<file path="src/rtl/kpd_pkg.sv">
// Keypad encoder shared types.
// FSM state encoding and the counter width helper.
package kpd_pkg;

    typedef enum logic [1:0] {
        IDLE,
        DEBOUNCE,
        HELD,
        RELEASE
    } kpd_state_t;

    function automatic int cnt_w(input int n);
        return (n < 2) ? 1 : $clog2(n);
    endfunction

endpackage

</file>
<file path="src/rtl/kpd_prio_enc.sv">
// Combinational priority encoder: highest asserted key wins.
// Also flags any key and more than one key.
module kpd_prio_enc #(
    parameter int NUM_KEYS = 10,
    parameter int CODE_W   = 4
) (
    input  logic [NUM_KEYS-1:0] keys,
    output logic [CODE_W-1:0]   code,
    output logic                any,
    output logic                multi
);

    always_comb begin
        code = '0;
        for (int i = 0; i < NUM_KEYS; i++) begin
            if (keys[i]) code = CODE_W'(i);
        end
    end

    assign any   = |keys;
    // clearing the lowest set bit leaves something only if 2+ keys are set
    assign multi = |(keys & (keys - NUM_KEYS'(1)));

endmodule

</file>
<file path="src/rtl/keypad_encoder_db.sv">
// Debounced keypad encoder with valid/ready output,
// optional auto-repeat and a free-running 1 Hz tick.
module keypad_encoder_db
    import kpd_pkg::*;
#(
    parameter int NUM_KEYS        = 10,
    parameter int CODE_W          = 4,
    parameter int DEBOUNCE_CYCLES = 7,
    parameter int TICK_DIV        = 50000000,
    parameter int REPEAT_TICKS    = 0
) (
    input  logic                clk,
    input  logic                clear,
    input  logic [NUM_KEYS-1:0] keypad,
    input  logic                enable,
    output logic [CODE_W-1:0]   code,
    output logic                code_valid,
    input  logic                code_ready,
    output logic                loadn,
    output logic                multi_key,
    output logic                tick_1hz
);

    localparam int CNT_W = cnt_w(DEBOUNCE_CYCLES);
    localparam int RPT_W = cnt_w(REPEAT_TICKS + 1);
    localparam int TCK_W = cnt_w(TICK_DIV);

    localparam logic [CNT_W-1:0] DB_LAST  = CNT_W'(DEBOUNCE_CYCLES - 1);
    localparam logic [RPT_W-1:0] RPT_LAST = RPT_W'(REPEAT_TICKS);
    localparam logic [TCK_W-1:0] TCK_LAST = TCK_W'(TICK_DIV - 1);

    logic [NUM_KEYS-1:0] sync1_q, sync2_q;
    logic [CODE_W-1:0]   enc;
    logic                any_key, multi;

    kpd_state_t        state_q, state_d;
    logic [CODE_W-1:0] cand_q, cand_d;
    logic [CODE_W-1:0] code_q, code_d;
    logic [CNT_W-1:0]  cnt_q, cnt_d;
    logic [RPT_W-1:0]  rpt_q, rpt_d;
    logic              valid_q, valid_d;
    logic              multi_q;
    logic [TCK_W-1:0]  tck_q;
    logic              tick;

    kpd_prio_enc #(
        .NUM_KEYS (NUM_KEYS),
        .CODE_W   (CODE_W)
    ) u_enc (
        .keys  (sync2_q),
        .code  (enc),
        .any   (any_key),
        .multi (multi)
    );

    assign tick = (tck_q == TCK_LAST);

    always_ff @(posedge clk or posedge clear) begin
        if (clear) begin
            sync1_q <= '0;
            sync2_q <= '0;
            state_q <= IDLE;
            cand_q  <= '0;
            code_q  <= '0;
            cnt_q   <= '0;
            rpt_q   <= '0;
            valid_q <= 1'b0;
            multi_q <= 1'b0;
            tck_q   <= '0;
        end else begin
            sync1_q <= keypad;
            sync2_q <= sync1_q;
            state_q <= state_d;
            cand_q  <= cand_d;
            code_q  <= code_d;
            cnt_q   <= cnt_d;
            rpt_q   <= rpt_d;
            valid_q <= valid_d;
            multi_q <= multi;
            tck_q   <= tick ? '0 : tck_q + 1'b1;
        end
    end

    always_comb begin
        state_d = state_q;
        cand_d  = cand_q;
        code_d  = code_q;
        cnt_d   = cnt_q;
        rpt_d   = rpt_q;
        valid_d = valid_q;
        if (valid_q && code_ready) valid_d = 1'b0;
        unique case (state_q)
            IDLE: begin
                if (any_key && enable && !valid_q) begin
                    cand_d  = enc;
                    cnt_d   = '0;
                    state_d = DEBOUNCE;
                end
            end
            DEBOUNCE: begin
                if (any_key && enc == cand_q) begin
                    if (cnt_q == DB_LAST) begin
                        code_d  = cand_q;
                        valid_d = 1'b1;
                        rpt_d   = '0;
                        state_d = HELD;
                    end else begin
                        cnt_d = cnt_q + 1'b1;
                    end
                end else begin
                    state_d = IDLE;
                end
            end
            HELD: begin
                if (!any_key) begin
                    cnt_d   = '0;
                    state_d = RELEASE;
                end else if (REPEAT_TICKS > 0 && enc == code_q) begin
                    // a re-issue waits until the previous code has left
                    if (rpt_q == RPT_LAST && !valid_q) begin
                        valid_d = 1'b1;
                        rpt_d   = '0;
                    end else if (tick && rpt_q != RPT_LAST) begin
                        rpt_d = rpt_q + 1'b1;
                    end
                end
            end
            RELEASE: begin
                if (any_key) begin
                    state_d = HELD;
                end else if (cnt_q == DB_LAST) begin
                    state_d = IDLE;
                end else begin
                    cnt_d = cnt_q + 1'b1;
                end
            end
            default: state_d = IDLE;
        endcase
        if (!enable) begin
            state_d = IDLE;
            valid_d = 1'b0;
        end
    end

    assign code       = code_q;
    assign code_valid = valid_q;
    assign loadn      = ~(valid_q & code_ready);
    assign multi_key  = multi_q;
    assign tick_1hz   = tick;

endmodule
</file>
<file path="config.mk">
export PLATFORM = sky130hd
export DESIGN_NAME = keypad_encoder_db
export DESIGN_NICKNAME = d
export VERILOG_FILES = /design/src/rtl/kpd_pkg.sv /design/src/rtl/kpd_prio_enc.sv /design/src/rtl/keypad_encoder_db.sv
export SDC_FILE = /design/constraint.sdc
export NUM_CORES = 1
export LEC_CHECK = 0
export CAP_MARGIN = 40
export CORE_AREA = 2 2 76 78
export DETAILED_ROUTE_END_ITERATION = 8
export DIE_AREA = 0 0 78 80
export PLACE_DENSITY = 0.71
export SYNTH_ARGS = -nofsm -noshare
export SYNTH_HDL_FRONTEND = slang
export SYNTH_HIERARCHICAL = 1
export SYNTH_SLANG_ARGS = --single-unit
</file>
<file path="constraint.sdc">
create_clock -name clk -period 2.9 [get_ports clk]
set_input_delay 0.435 -clock clk [delete_from_list [all_inputs] [get_ports clk]]
set_output_delay 0.435 -clock clk [all_outputs]
set_load 0.005 [all_outputs]
</file>
[After elaboration in Yosys (flattened, before gate mapping)]
Index checks and enable logic that the tools add are counted.
Operators by class
  add/subtract/negate cells: 3
  eq/ne operators: 14
  muxes and demuxes: 29
  bitwise operators: 3
  reduce and logical (&&, ||, !) cells: 12
Operators with widths (number)
  3-bit two-way mux: 9
  26-bit by 1-bit adder with 26-bit output, second input constant: 1
  26-bit == test, second input constant: 1
  26-bit two-way mux: 1
  10-bit OR reduction: 2
  2-bit two-way mux: 9
  3-bit case mux with 4 select lines: 1
  10-bit AND: 1
  10-bit by 1-bit subtractor with 10-bit output, second input constant: 1
  4-bit two-way mux: 2
  2-bit != test, second input constant: 4
  4-bit != test, second input constant: 2
  2-bit case mux with 4 select lines: 1
  4-bit AND reduction: 2
  1-bit two-way mux: 6
  3-bit != test, second input constant: 2
  2-bit == test, second input constant: 2
  4-bit == test: 1
  1-bit logical AND: 4
  3-bit by 1-bit adder with 3-bit output, second input constant: 1
  3-bit == test, second input constant: 1
  3-bit AND reduction: 1
  2-bit by 1-bit == test with 1-bit output, second input constant: 1
  2-bit zero test: 1
  4 further kinds: 4
Word-level totals
  register bits: 61
  input bits: 14
  output and inout bits: 8
  word-level logic and storage cells: 70

[Depth between registers and ports, before layout]
  depth after elaboration: 14
  mapped depth: 10
  mapped depth without buffers: 9

[Hierarchy]
The synthesis kept the hierarchy.
By module, submodules not included
  keypad_encoder_db: instances 1, cells each 209, area an instance 2512.4 µm², seq. area each 1526.5 µm²
  kpd_prio_enc: instances 1, cells each 28, area an instance 178.9 µm², seq. area each 0.0 µm²

[Worst setup path after synthesis]
No wires, ideal clock.
  path type: reg2reg
  from: register sync2_q[1]
  to: register cnt_q[1]
  library setup time: 0.111 ns
  arrival time: 2.152 ns
  required time: 2.789 ns
  path slack: 0.636 ns
  cell stages (with the launch flop): 9
  path buffers: 0
  period minus slack after synthesis: 2.264 ns
  cells stage by stage: dfrtp_1 -> nor4_4 -> nand2_2 -> or2_1 -> and3b_1 -> or3_1 -> o21ai_0 -> nor3_1 -> a2111oi_2
On the way
  elaborated cells between the ends (all ways): 19
  classes of those cells: 5 x eq/ne; 9 x mux; 5 x reduce/logical
RTL lines
  start, declared: RTL line keypad_encoder_db.sv:32  | logic [NUM_KEYS-1:0] sync1_q, sync2_q;
  start signal, assigned: RTL line keypad_encoder_db.sv:72  | sync2_q <= sync1_q;
  10-bit OR reduction (*): RTL line kpd_prio_enc.sv:20  | assign any = |keys;
  via any_key: RTL line keypad_encoder_db.sv:34  | logic any_key, multi;
  1-bit logical AND (2 in a row): RTL line keypad_encoder_db.sv:94  | if (any_key && enable && !valid_q) begin
  2-bit != test (no source line)
  4-bit AND reduction (no source line) (*)
  end signal, assigned: RTL line keypad_encoder_db.sv:76  | cnt_q <= cnt_d;
  end, declared: RTL line keypad_encoder_db.sv:39  | logic [CNT_W-1:0] cnt_q, cnt_d;
The timed path passes the listed nets; every way through them passes the cells marked *.
A chain may end at the register's enable or synchronous reset.

[Worst setup path after layout]
  from: register tck_q[9]
  to: output tick_1hz
On the way
  word-level cells in the longest chain between the ends: 1
RTL lines
  start, declared: RTL line keypad_encoder_db.sv:43  | logic [TCK_W-1:0] tck_q;
  start signal, assigned: RTL line keypad_encoder_db.sv:80  | tck_q <= tick ? '0 : tck_q + 1'b1;
  26-bit == test: RTL line keypad_encoder_db.sv:56  | assign tick = (tck_q == TCK_LAST);
  end, declared: RTL line keypad_encoder_db.sv:21  | output logic tick_1hz
Every way passes these cells.

==> results <==
==> worst max-delay path by stage <==
stage | cells after the start | startpoint | to | slack (ns)
after global routing | 6 | tck_q[0]$_DFF_PP0_ | tick_1hz | 0.15
after global placement | 8 | sync2_q[1]$_DFF_PP0_ | cnt_q[1]$_DFFE_PP0P_ | 0.53
final | 5 | tck_q[9]$_DFF_PP0_ | tick_1hz | 0.29
after CTS | 5 | tck_q[9]$_DFF_PP0_ | tick_1hz | 0.25
after floorplan | 8 | sync2_q[1]$_DFF_PP0_ | cnt_q[1]$_DFFE_PP0P_ | 0.64
after detailed placement | 8 | sync2_q[2]$_DFF_PP0_ | cnt_q[1]$_DFFE_PP0P_ | 0.44
==> worst max-delay path, stage by stage (launching register included) <==
cell,delay (ns)
dfrtp_1,0.41
or4b_1,0.54
nor3_2,0.15
nand3_1,0.14
nor2_4,0.11
clkdlybuf4s50_1,0.50
==> kinds of logic (layout without fill, tap and decap cells) <==
logic type	Yosys count	in the layout
buffers and inverters	10	46
AO/OA/AOI/OAI	28	28
adder cells (fa/ha/maj)	4	4
XOR/XNOR	26	26
AND/OR/NAND/NOR	99	99
multiplexers	9	9
flip-flops	61	61
==> through the flow <==
step | total power (W) | setup slack (ns) | area [µm²] | std cells | util, %
final | 0.00175 | 0.285 | 3190 | 345 | 59.0
after global routing | 0.00183 | 0.154 | 3190 | 345 | 59.0
after CTS | 0.00177 | 0.249 | 3190 | 345 | 59.0
after detailed placement | 0.00102 | 0.439 | 2990 | 329 | 55.3
after global placement | 0.00102 | 0.531 | 2990 | 329 | 55.3
after floorplan | 0.000982 | 0.636 | 2690 | 237 | -
==> synth_stat cells (2+ instances only) <==
| library cell | instances |
|---|---|
| nor2b_1 | 2 |
| xor2_1 | 15 |
| or2_1 | 2 |
| nand4_1 | 5 |
| or3_1 | 4 |
| ha_1 | 3 |
| inv_1 | 7 |
| nand2_1 | 13 |
| o21ai_1 | 2 |
| dfrtp_1 | 61 |
| a31oi_1 | 2 |
| o31ai_1 | 2 |
| o21ai_0 | 6 |
| and2_1 | 2 |
| nand3_1 | 18 |
| nor4_2 | 3 |
| nor4_1 | 2 |
| and3_1 | 5 |
| a21oi_1 | 5 |
| nand4_2 | 2 |
| nor3_1 | 8 |
| xnor2_1 | 11 |
| mux2_2 | 8 |
| nor2_1 | 27 |
| o21a_1 | 2 |
==> power breakdown <==
part           switching [W]  leakage (nW)  internal [W]
Sequential         0.0000246         0.776      0.000876
Clock               0.000345        0.0971      0.000404
Combinational      0.0000490         0.517     0.0000506
==> flip-flops by register name (all words and copies together) (netlist names) <==
register	flops
state_q	2
tck_q	26
code_valid	1
sync1_q	10
sync2_q	10
cand_q	4
code	4
cnt_q	3
multi_key	1
==> final cells by class <==
cell class,count,area (µm²),share of cell area (%)
tap,72,90.1,2.83
clock inverter,6,72.6,2.28
inverter,7,26.3,0.824
timing repair buffer,23,225,7.07
clock buffer,10,128,4.00
sequential,61,1530,47.9
multi-input combinational,166,1120,35.1
==> per-layer routing <==
layer | track usage [%] | up-vias | wire length [µm] | part of all wire (%)
met1 | 20.7 | 877 | 2110 | 48
met5 | 0 | - | 0 | 0
met3 | 5.43 | 11 | 176 | 4.0
met2 | 24.7 | 39 | 1970 | 45
li1 | - | 902 | - | -
met4 | 8.60 | 0 | 91 | 2.1
==> impl_metrics.toml <==
[status]
status = "finished clean"

[synthesis]
synth_edf_count = 0
synth_top_family_by_area = "simple AND/OR/NAND/NOR gates"
synth.avg_cell_area_um2 = 11.4
synth-seq-cells = 61
synth.cell_area_mm2 = 0.00269
synth_compound_area_share_pct = 7.25
muxShareOfSynthArea_pct = 3.72
synth_top_area_share_pct = 56.7
synthFlopType = "dfrtp_1"
synthAdderAreaFrac_pct = 1.77
post-synth-top-area-cell = "dfrtp_1"
yosysSeqAreaShare_pct = 56.7
synth_xor_area_share_pct = 8.46
synth.distinct_cells = 45
synthSimpleGateAreaFrac_pct = 20.4
ys_warn_count = 6
async_reset_ff_share_pct = 100
synth_cells = 237
syn_nets = 254
synth_area_leaders = "dfrtp_1, xor2_1, nor2_1, xnor2_1, nand3_1"

[floorplanning]
rows = 27
pin_count = 22
start_util_pct = 49.8
die_height_um = 80
die-area_mm2 = 0.00624
die_x_um = 78
core_area_mm2 = 0.00541

[global_routing]
overflow = 0
antenna_found_initial = 0
grt_pass1_wl_mm = 7.68
grt_pass1_vias = 1767
grtUsageTotal_pct = 16.3
grt_max_degree = 62

[clock_network]
cts_root_buffer = "clkbuf_8"
cts_setup_buffers = 0
cts_tree = "built"
clockBufferDepth = 2
clk_latency_ns = 0.33
cts.sinks = 61
cts_resized = 0
cts_buffers = 9
cts_hold_buf = 0
path_clk_slew_ns = 0.07
htree_levels = 3

[routing]
vias_per_cell = 5.30
dr_total_vias = 1829
antenna_left = 0
firstDrtPassIters = 4
finalWirelength_mm = 4.35
wl_per_cell_um = 12.6
drtIter0Drc = 136
drc = 0

[placed_design]
gp_congestion = 0.853
dpl.hpwl_mm = 2.98
port_buffers = 21

[job]
max-cap-violations = 0

[setup_path]
end_kind = "output pin"
critPathKind = "flip-flop to output pin"
rrSetupSlack_ns = 0.43
startpoint_type = "flip-flop"
arrival_ns = 2.18
r2r_cells = 8
crit_required_ns = 2.47
r2r_end = "cnt_q[1]$_DFFE_PP0P_"
path_max_fanout = 4
timing.rr.start = "sync2_q[2]$_DFF_PP0_"

[timing]
tightest_slew_ns = 0.724
skew_ns = 0.00833
rsz0062_at_grt = "false"
fin_crit_ns = 2.61
fmax_mhz = 382
slew_headroom_pct = 51.7
finalHoldViolCount = 0
slew_viol_final = 0
min_period_over_period_pct = 90.2
setup_viol = 0
fin_tns_setup_ns = 0
holdWs_ns = 0.349

[worst_hold_path]
min_from = "sync1_q[8]$_DFF_PP0_"
hold_class = "flip-flop to flip-flop"
hold_depth = 0
whs_endpoint = "sync2_q[8]$_DFF_PP0_"

[finish]
fillers = 457
diodes = 0
drive_gt1_share_pct = 13.2
area_growth_pct = 18.4
nNetsFinal = 285
final_cell_mix = "dfrtp_1, nor2_1, clkdlybuf4s50_1"
mostFrequentLayoutCell = "dfrtp_1"

[pwr]
powerDensity_mw_per_mm2 = 549
ir_drop_v = 0.000499
p_leak_nw = 1.39
(Power assumes the default switching activity.)
